[config.mk]
export PLATFORM = sky130hd
export DESIGN_NAME = mlp_seq
export DESIGN_NICKNAME = d
export VERILOG_FILES = /design/src/rtl/mlp_pkg.sv /design/src/rtl/mlp_mac.sv /design/src/rtl/mlp_seq.sv
export SDC_FILE = /design/constraint.sdc
export NUM_CORES = 2
export LEC_CHECK = 0
export BUFFER_PORTS_ARGS = -buffer_cell sky130_fd_sc_hd__clkbuf_2
export CAP_MARGIN = 20
export CORE_AREA = 8 8 535 537
export CTS_CLUSTER_DIAMETER = 200
export DETAILED_ROUTE_END_ITERATION = 12
export DIE_AREA = 0 0 543 545
export SYNTH_ARGS = -nofsm -noshare
export SYNTH_HDL_FRONTEND = slang
export SYNTH_SLANG_ARGS = --single-unit
export TNS_END_PERCENT = 100
[constraint.sdc]
create_clock -name clk_i -period 22.8 [get_ports clk_i]
set_input_delay 3.42 -clock clk_i [delete_from_list [all_inputs] [get_ports clk_i]]
set_output_delay 3.42 -clock clk_i [all_outputs]
set_load 0.01 [all_outputs]
[src/rtl/mlp_pkg.sv]
// Shared types and fixed-point helpers for the time-multiplexed MLP.
package mlp_pkg;

  typedef enum logic [1:0] {IDLE, L1, L2, DONE} state_e;

  localparam int WIDE = 64;

  // Arithmetic shift then clamp to a dw-bit signed range; ovf flags a clamp.
  function automatic logic signed [WIDE-1:0] sat_shift(input logic signed [WIDE-1:0] x,
                                                       input int sh, input int dw,
                                                       output logic ovf);
    logic signed [WIDE-1:0] s, hi, lo;
    s   = x >>> sh;
    hi  = (64'sd1 <<< (dw - 1)) - 64'sd1;
    lo  = -(64'sd1 <<< (dw - 1));
    ovf = 1'b0;
    if (s > hi) begin
      ovf = 1'b1;
      s   = hi;
    end else if (s < lo) begin
      ovf = 1'b1;
      s   = lo;
    end
    return s;
  endfunction

  function automatic logic signed [WIDE-1:0] relu(input logic signed [WIDE-1:0] x);
    return x[WIDE-1] ? '0 : x;
  endfunction

endpackage

[src/rtl/mlp_mac.sv]
// Shared signed multiply-accumulate with bias preload and saturating finalise.
module mlp_mac
  import mlp_pkg::*;
#(
  parameter int DW    = 8,
  parameter int AW    = 24,
  parameter int SHIFT = 4
) (
  input  logic                 clk_i,
  input  logic                 rstn_i,
  input  logic                 load,
  input  logic signed [DW-1:0] bias,
  input  logic                 en,
  input  logic signed [DW-1:0] a,
  input  logic signed [DW-1:0] b,
  output logic signed [DW-1:0] res,
  output logic signed [DW-1:0] res_relu,
  output logic                 sat
);

  logic signed [AW-1:0]   acc, acc_next, bias_ext;
  logic signed [2*DW-1:0] prod;
  logic signed [WIDE-1:0] wide;

  // Results come from acc_next so the last product of a neuron is included.
  always_comb begin
    prod     = a * b;
    acc_next = acc + {{(AW-2*DW){prod[2*DW-1]}}, prod};
    bias_ext = {{(AW-DW){bias[DW-1]}}, bias} <<< SHIFT;
    wide     = {{(WIDE-AW){acc_next[AW-1]}}, acc_next};
    res      = DW'(sat_shift(wide, SHIFT, DW, sat));
    res_relu = DW'(relu(WIDE'(res)));
  end

  always_ff @(posedge clk_i or negedge rstn_i) begin
    if (!rstn_i) begin
      acc <= '0;
    end else if (load) begin
      acc <= bias_ext;
    end else if (en) begin
      acc <= acc_next;
    end
  end

endmodule

[src/rtl/mlp_seq.sv]
// Sequential two-layer perceptron (ReLU hidden layer) around one shared MAC.
// Optional saturation flag output sat_o is enabled by defining MLP_SAT_FLAG_EN.
//
// state | meaning
// IDLE  | ready for an input vector
// L1    | one MAC per cycle over din x w1, writes hidden h[j]
// L2    | one MAC per cycle over h x w2, writes dout_o[k]
// DONE  | result valid, held until out_ready_i
module mlp_seq
  import mlp_pkg::*;
#(
  parameter int N_IN  = 6,
  parameter int N_HID = 16,
  parameter int N_OUT = 3,
  parameter int DW    = 8,
  parameter int AW    = 24,
  parameter int SHIFT = 4
) (
  input  logic                               clk_i,
  input  logic                               rstn_i,
  input  logic                               in_valid_i,
  output logic                               in_ready_o,
  input  logic [N_IN-1:0][DW-1:0]            din_i,
  input  logic [N_IN-1:0][N_HID-1:0][DW-1:0] w1_i,
  input  logic [N_HID-1:0][DW-1:0]           b1_i,
  input  logic [N_HID-1:0][N_OUT-1:0][DW-1:0] w2_i,
  input  logic [N_OUT-1:0][DW-1:0]           b2_i,
  output logic                               out_valid_o,
  input  logic                               out_ready_i,
  output logic [N_OUT-1:0][DW-1:0]           dout_o,
  output logic                               busy_o
`ifdef MLP_SAT_FLAG_EN
  , output logic                             sat_o
`endif
);

  localparam int NMAX = (N_IN > N_HID) ? ((N_IN > N_OUT) ? N_IN : N_OUT)
                                       : ((N_HID > N_OUT) ? N_HID : N_OUT);
  localparam int CW = $clog2(NMAX + 1);

  state_e                   state;
  logic [CW-1:0]            i, j, jn;
  logic [N_IN-1:0][DW-1:0]  din_r;
  logic [N_HID-1:0][DW-1:0] h;
  logic signed [DW-1:0]     a_sel, b_sel, bias_sel, res, res_relu;
  logic                     mac_sat, hs, in_layer, last_i, last_j, mac_load;

  assign hs       = in_valid_i & in_ready_o;
  assign in_layer = (state == L1) || (state == L2);
  assign last_i   = (state == L1) ? (i == CW'(N_IN - 1)) : (i == CW'(N_HID - 1));
  assign last_j   = (state == L1) ? (j == CW'(N_HID - 1)) : (j == CW'(N_OUT - 1));
  assign jn       = j + CW'(1);
  assign mac_load = hs | (in_layer & last_i);

  // Bias preload always targets the neuron evaluated next.
  always_comb begin
    a_sel    = '0;
    b_sel    = '0;
    bias_sel = '0;
    for (int n = 0; n < N_IN; n++) begin
      if (state == L1 && i == CW'(n)) begin
        a_sel = din_r[n];
        for (int m = 0; m < N_HID; m++) if (j == CW'(m)) b_sel = w1_i[n][m];
      end
    end
    for (int n = 0; n < N_HID; n++) begin
      if (state == L2 && i == CW'(n)) begin
        a_sel = h[n];
        for (int m = 0; m < N_OUT; m++) if (j == CW'(m)) b_sel = w2_i[n][m];
      end
    end
    if (state == IDLE) begin
      bias_sel = b1_i[0];
    end else if (state == L1) begin
      if (last_j) bias_sel = b2_i[0];
      else for (int m = 0; m < N_HID; m++) if (jn == CW'(m)) bias_sel = b1_i[m];
    end else begin
      for (int m = 0; m < N_OUT; m++) if (jn == CW'(m)) bias_sel = b2_i[m];
    end
  end

  mlp_mac #(.DW(DW), .AW(AW), .SHIFT(SHIFT)) u_mac (
    .clk_i    (clk_i),
    .rstn_i   (rstn_i),
    .load     (mac_load),
    .bias     (bias_sel),
    .en       (in_layer),
    .a        (a_sel),
    .b        (b_sel),
    .res      (res),
    .res_relu (res_relu),
    .sat      (mac_sat)
  );

  always_ff @(posedge clk_i or negedge rstn_i) begin
    if (!rstn_i) begin
      state       <= IDLE;
      i           <= '0;
      j           <= '0;
      din_r       <= '0;
      h           <= '0;
      dout_o      <= '0;
      in_ready_o  <= 1'b1;
      out_valid_o <= 1'b0;
      busy_o      <= 1'b0;
`ifdef MLP_SAT_FLAG_EN
      sat_o       <= 1'b0;
`endif
    end else begin
      case (state)
        IDLE: if (hs) begin
          din_r      <= din_i;
          i          <= '0;
          j          <= '0;
          in_ready_o <= 1'b0;
          busy_o     <= 1'b1;
`ifdef MLP_SAT_FLAG_EN
          sat_o      <= 1'b0;
`endif
          state      <= L1;
        end
        L1: if (last_i) begin
          for (int m = 0; m < N_HID; m++) if (j == CW'(m)) h[m] <= res_relu;
`ifdef MLP_SAT_FLAG_EN
          sat_o <= sat_o | mac_sat;
`endif
          i <= '0;
          if (last_j) begin
            j     <= '0;
            state <= L2;
          end else begin
            j <= jn;
          end
        end else begin
          i <= i + CW'(1);
        end
        L2: if (last_i) begin
          for (int m = 0; m < N_OUT; m++) if (j == CW'(m)) dout_o[m] <= res;
`ifdef MLP_SAT_FLAG_EN
          sat_o <= sat_o | mac_sat;
`endif
          i <= '0;
          if (last_j) begin
            j           <= '0;
            out_valid_o <= 1'b1;
            state       <= DONE;
          end else begin
            j <= jn;
          end
        end else begin
          i <= i + CW'(1);
        end
        DONE: if (out_ready_i) begin
          out_valid_o <= 1'b0;
          in_ready_o  <= 1'b1;
          busy_o      <= 1'b0;
          state       <= IDLE;
        end
        default: state <= IDLE;
      endcase
    end
  end

endmodule

=== Word-level counts from Yosys, hierarchy flattened ===
Index checks and enable logic that the tools add are counted.
Widths: inputs -> output; s select.

* Word-level logic and storage cells: 392
* Bits of input ports: 1,356
* Output and inout bits: 27
* Flip-flop bits (word level): 239

* Magnitude comparators: 2
* Add/subtract/negate cells: 3
* Bitwise operators: 3
* Reductions and logical operators: 57
* Muxes and demuxes: 239
* Eq/ne operators: 55
* Multipliers: 1

{| class="wikitable"
|+ Operator list
! cell !! count
|-
| $mux 8 || 212
|-
| $eq 5x4->1 const B || 24
|-
| $reduce_and 3->1 || 21
|-
| $eq 5x3->1 const B || 12
|-
| $mux 24 || 2
|-
| $eq 5x2->1 const B || 6
|-
| $add 24x24->24 || 1
|-
| $logic_and 1x1->1 || 22
|-
| $gt 20x8->1 const B || 1
|-
| $lt 20x8->1 const B || 1
|-
| $mux 5 || 4
|-
| $pmux 5 s2 || 2
|-
| $mul 8x8->16 || 1
|-
| $eq 5x1->1 const B || 3
|-
| $logic_not 5->1 || 3
|-
| $mux 2 || 6
|-
| $ne 2x2->1 const B || 6
|-
| $add 5x1->5 const B || 2
|-
| $mux 1 || 8
|-
| $pmux 2 s4 || 1
|-
| $reduce_bool 2->1 || 4
|-
| $mux 7 || 1
|-
| $pmux 1 s2 || 3
|-
| $reduce_and 6->1 || 1
|-
| 10 further kinds || 13
|}

=== Longest topological paths before layout ===
* Word-level depth: 173
* Depth in mapped cells: 52
* Mapped depth without buffers: 45

=== Hierarchy ===
A second synthesis with hierarchy kept.

* Cells, all modules: 4,252
* Area total of the unflattened synthesis: 31,138.6 µm²

{| class="wikitable"
|+ Modules (own cells, without submodules)
! module !! cells each !! area an instance (µm²) !! instances
|-
| mlp_seq || 3,635 || 25,889.8 || 1
|-
| mlp_mac || 617 || 5,248.8 || 1
|}

=== Least setup slack after synthesis ===
Ideal clock, no wire load.

* Path kind: in2reg
* From: input w1_i[5] in the netlist's numbering
* To: register h[10] in the netlist's numbering
* Required time: 22.675 ns
* Data arrival time: 12.099 ns
* Cell stages on the path: 37
* Path buffers: 1
* Setup time: 0.125 ns
* Path slack: 10.576 ns
* Path through: inv_1 -> o32ai_1 -> a221oi_1 -> o311a_1 -> a2111oi_2 -> o32a_1 -> a21oi_1 -> o311ai_1 -> o221ai_1 -> nand3_1 -> a31oi_1 -> o21ba_2 -> nand2b_1 -> fa_1 -> fa_1 -> inv_1 -> fa_1 -> fa_1 -> ha_1 -> nor2b_1 -> o21ai_0 -> a211oi_1 -> nor2_1 -> a21oi_1 -> xnor2_1 -> ha_1 -> inv_1 -> o22ai_1 -> a211o_1 -> a31oi_1 -> xnor2_1 -> nand4bb_1 -> or4_4 -> nor3_4 -> a21oi_4 -> buf_6 -> mux2_2

* Longest elaborated chain between the ends: 172
* Elaborated cells on any way between the ends: 173

{| class="wikitable"
|+ Ends and longest elaborated chain
! what !! RTL line !! RTL
|-
| from (decl) || mlp_seq.sv:24 || <nowiki>input logic [N_IN-1:0][N_HID-1:0][DW-1:0] w1_i,</nowiki>
|-
| $mux 8 (*) (16 in a row) || mlp_seq.sv:63 || <nowiki>for (int m = 0; m < N_HID; m++) if (j == CW'(m)) b_sel = w1_i[n][m];</nowiki>
|-
| $mux 8 (*) || mlp_seq.sv:61 || <nowiki>if (state == L1 && i == CW'(n)) begin</nowiki>
|-
| $mux 8 (16 in a row) || mlp_seq.sv:63 ||
|-
| $mux 8 (*) || mlp_seq.sv:61 ||
|-
| $mux 8 (16 in a row) || mlp_seq.sv:63 ||
|-
| $mux 8 (*) || mlp_seq.sv:61 ||
|-
| $mux 8 (16 in a row) || mlp_seq.sv:63 ||
|-
| $mux 8 (*) || mlp_seq.sv:61 ||
|-
| [... 94 more ...] || - ||
|-
| $mux 8 (3 in a row) || mlp_seq.sv:69 || <nowiki>for (int m = 0; m < N_OUT; m++) if (j == CW'(m)) b_sel = w2_i[n][m];</nowiki>
|-
| $mux 8 (*) || mlp_seq.sv:67 || <nowiki>if (state == L2 && i == CW'(n)) begin</nowiki>
|-
| $mul 8x8->16 (*) || mlp_mac.sv:27 || <nowiki>prod = a * b;</nowiki>
|-
| $add 24x24->24 (*) || mlp_mac.sv:28 || <nowiki>acc_next = acc + {{(AW-2*DW){prod[2*DW-1]}}, prod};</nowiki>
|-
| $lt 20x8->1 || mlp_pkg.sv:20 || <nowiki>end else if (s < lo) begin</nowiki>
|-
| $mux 8 || mlp_pkg.sv:20 ||
|-
| $mux 8 (*) || mlp_pkg.sv:17 || <nowiki>if (s > hi) begin</nowiki>
|-
| $mux 7 (*) || mlp_pkg.sv:28 || <nowiki>return x[WIDE-1] ? '0 : x;</nowiki>
|-
| to (signal assigned) || mlp_seq.sv:101 || <nowiki>h <= '0;</nowiki>
|-
| to (decl) || mlp_seq.sv:44 || <nowiki>logic [N_HID-1:0][DW-1:0] h;</nowiki>
|}

Every way passes the cells marked *; elsewhere a longest branch is shown, timed or not.
A chain may end at the register's enable or synchronous reset.

=== Final worst setup path ===
* From: input w1_i[2] in the netlist's numbering
* To: register h[52] in the netlist's numbering

The elaborated chain is that of the path after synthesis.

==> impl_metrics.toml <==
[critical_path]
end_kind = "register"
cpMaxStageDelayCell = "a31oi_1"
critical-path-max-stage-delay_ns = 0.83
crit_fanout = 16
crit_arrival_ns = 16.04
r2r_start = "j[4]"
crit_type = "in -> reg"
critPathLaunch = "w1_i[2]"
crit_top_cell = "a21oi_1"
start_kind = "input port"
worstPathRequired_ns = 23.25

[pwr]
swShare_pct = 64.7
power_mw = 10.1
power_density_nw_per_um2 = 232
switching_power_mw = 6.53
power_leakage_nw = 18.3
internal_power_mw = 3.56
clockPowerShare_pct = 4.9
power_frac_seq_pct = 5.8
vdd_drop_max_v = 0.000504
p_comb_share_pct = 89.4

[synth]
yosysSeqAreaShare_pct = 18.8
synth_common_cells = "nand2_1, nor2_1, a21oi_1, o21ai_0, dfrtp_1"
synthFlopType = "dfrtp_1"
synthMostInstantiatedCell = "nand2_1"
syn_inst = 4114
netlist_area_sq_um = 29700
syn_avg_cell_area_sq_um = 7.22
synth_edf_count = 0
synth_nets = 5595
async_flop_share_pct = 100
ys_types = 107
synth-seq-cells = 223
yosys.area.top_type = "dfrtp_1"
ys_top_cells_by_area = "dfrtp_1, a21oi_1, o21ai_0"
synth_top_cell_area_share_pct = 18.7
yosysWarnings = 0

[cts]
ctsResizeCount = 0
cts-htree-levels = 1
cts-root-buf = "clkbuf_16"
clkSlewWorstSetupHoldPaths_ns = 0.07
cts_tree = "built"
cts_hold_buf = 0
cts_setup_buffers = 0
clock_sinks = 223
cts_buffers = 27
worst_skew_pair.late_latency_ns = 0.60
clockBufferDepth = 3

[floorplan]
die_h_um = 545
io_pins = 1383
dieArea_sq_um = 296000
placementRows = 194
initial_utilization_pct = 10.7
coreArea_sq_um = 278000
die_w_um = 543

[placed_design]
finalWeightedCongestion = 1.00
dp_hpwl_um = 329000
port_buffers = 1382

[sta]
hold_viol_final = 0
fin_tns_setup_ns = 0
fin_crit_ns = 15.60
tightest_slew_ns = 1.44
period_share_pct = 68.4
rsz0062_at_grt = "false"
maxSlewViolCount = 0
maxClockFrequency_ghz = 0.0641
skew_ns = 0.0263
maxSlewHeadroom_pct = 3.85
setup_viol = 0

[routing]
drc_errors = 0
dr.pass1.iters = 7
wl_met3_um = 43400
met1_length_um = 140000
antenna_left = 0
highest_layer = "met5"
vias_per_cell = 4.97
wire_per_inst_um = 41.6
via_count = 46400
initialDrtViolationCount = 6755
wl_met2_um = 173000
routed_wl_um = 388000

[layout]
area_delta_synth_final_pct = 46.2
nNetsFinal = 6871
drive_gt1_share_pct = 35.2

[job]
drv_cap = 0

[global_routing]
grt-ovfl-total = 0
grtUsageTotal_pct = 24.6
grt_max_degree = 156
antenna_found_initial = 317
grt_pass1_wl_um = 478000
grt_pass1_vias = 43300

[status]
status = "complete, no violations"

[hold_path]
hp-class = "reg -> reg"
holdCritStartpoint = "h[59]"
## stage by stage
step	std cells	hold WS, ns	util [%]	area, sq um	setup WS (ns)
after global placement	9073	0.463	15.1	41900	6.76
after detailed placement	9082	0.465	15.1	42000	6.90
after CTS	9132	0.480	15.5	43000	7.48
after global routing	9242	0.503	15.6	43200	6.84
after floorplan	4114	0.445	-	29700	10.58
final	9327	0.477	15.6	43500	7.20
## state kept, by name, summed over array words and instances, names as in the netlist
signal       count
h              112
din_r           48
dout_o          24
u_mac.acc       24
i                5
j                5
state            2
busy_o           1
in_ready_o       1
out_valid_o      1
## worst paths after layout
kind / to / slack (ns) / cells past startpoint
min in group asynchronous: dout_o[14] / 2.79 / 1
max in group asynchronous: h[18] / 18.60 / 2
worst max-delay path: h[52] / 7.20 / 40
worst min-delay path: h[59] / 0.48 / 2
worst min register to register: h[59] / 0.48 / 2
worst max register to register: h[52] / 7.77 / 41
## cells by family after synthesis
logic type | Yosys count | synth area share (%)
flip-flops | 223 | 18.8
AND/OR/NAND/NOR | 1354 | 21.5
AO/OA/AOI/OAI | 1799 | 41.5
buffers and inverters | 488 | 7.14
adder cells (fa/ha/maj) | 125 | 6.70
XOR/XNOR | 41 | 1.21
multiplexers | 84 | 3.18
## metal layers
metal / global-route usage, % / up-vias
met5: 0 / -
met4: 16.6 / 154
met3: 10.1 / 1054
met2: 39.0 / 3964
met1: 27.1 / 22500
li1: - / 18700
## power by group through the flow
stage	clock (mW)	combinational (mW)	sequential, mW
finish	0.491	9.02	0.582
global route	0.515	9.63	0.593
CTS	0.501	8.88	0.579
detailed placement	0	8.81	0.586
global placement	0	8.76	0.584
floorplan	0	5.20	0.546
## cell type report
type | instances | area, sq um
diodes | 192 | 480
inverters | 114 | 428
fillers | 32200 | 234000
multi-input cells | 3403 | 22600
repair buffers | 1621 | 8740
flip-flops and latches | 223 | 5590
clock inverters | 21 | 280
clock buffers | 29 | 703
well taps | 3724 | 4660
## cell usage in the layout (no fill, tap or decap), types with 16 or more instances in the layout
cell type / n
clkbuf_2: 1382
nand2_1: 466
a21oi_1: 365
nor2_1: 362
o21ai_0: 350
buf_4: 235
dfrtp_1: 219
diode_2: 192
a221oi_1: 144
o22ai_1: 135
o221ai_1: 129
nand3_1: 122
inv_1: 112
nor3_1: 111
a22oi_1: 86
mux2_2: 83
a211oi_1: 69
ha_1: 63
o211ai_1: 59
a31oi_1: 59
fa_1: 57
a221o_1: 51
a21o_1: 42
a211o_1: 34
nand2b_1: 33
clkbuf_16: 27
xnor2_1: 26
a2111oi_0: 25
nor4_1: 24
nand4_1: 24
o22a_1: 24
or3_1: 22
nor2b_1: 21
and3_1: 20
o31ai_1: 18
or2_2: 16
a32oi_1: 16
## worst max-delay path: cells and delay by family
| kind | cells | cell delay [ns] |
|---|---|---|
| AOI/OAI and AO/OA | 23 | 7.44 |
| xor gates and xnor gates | 2 | 0.30 |
| adders and majority gates | 6 | 2.71 |
| buffers and inverters | 3 | 0.21 |
| and+or+nand+nor | 6 | 1.91 |
(Power assumes the default switching activity.)
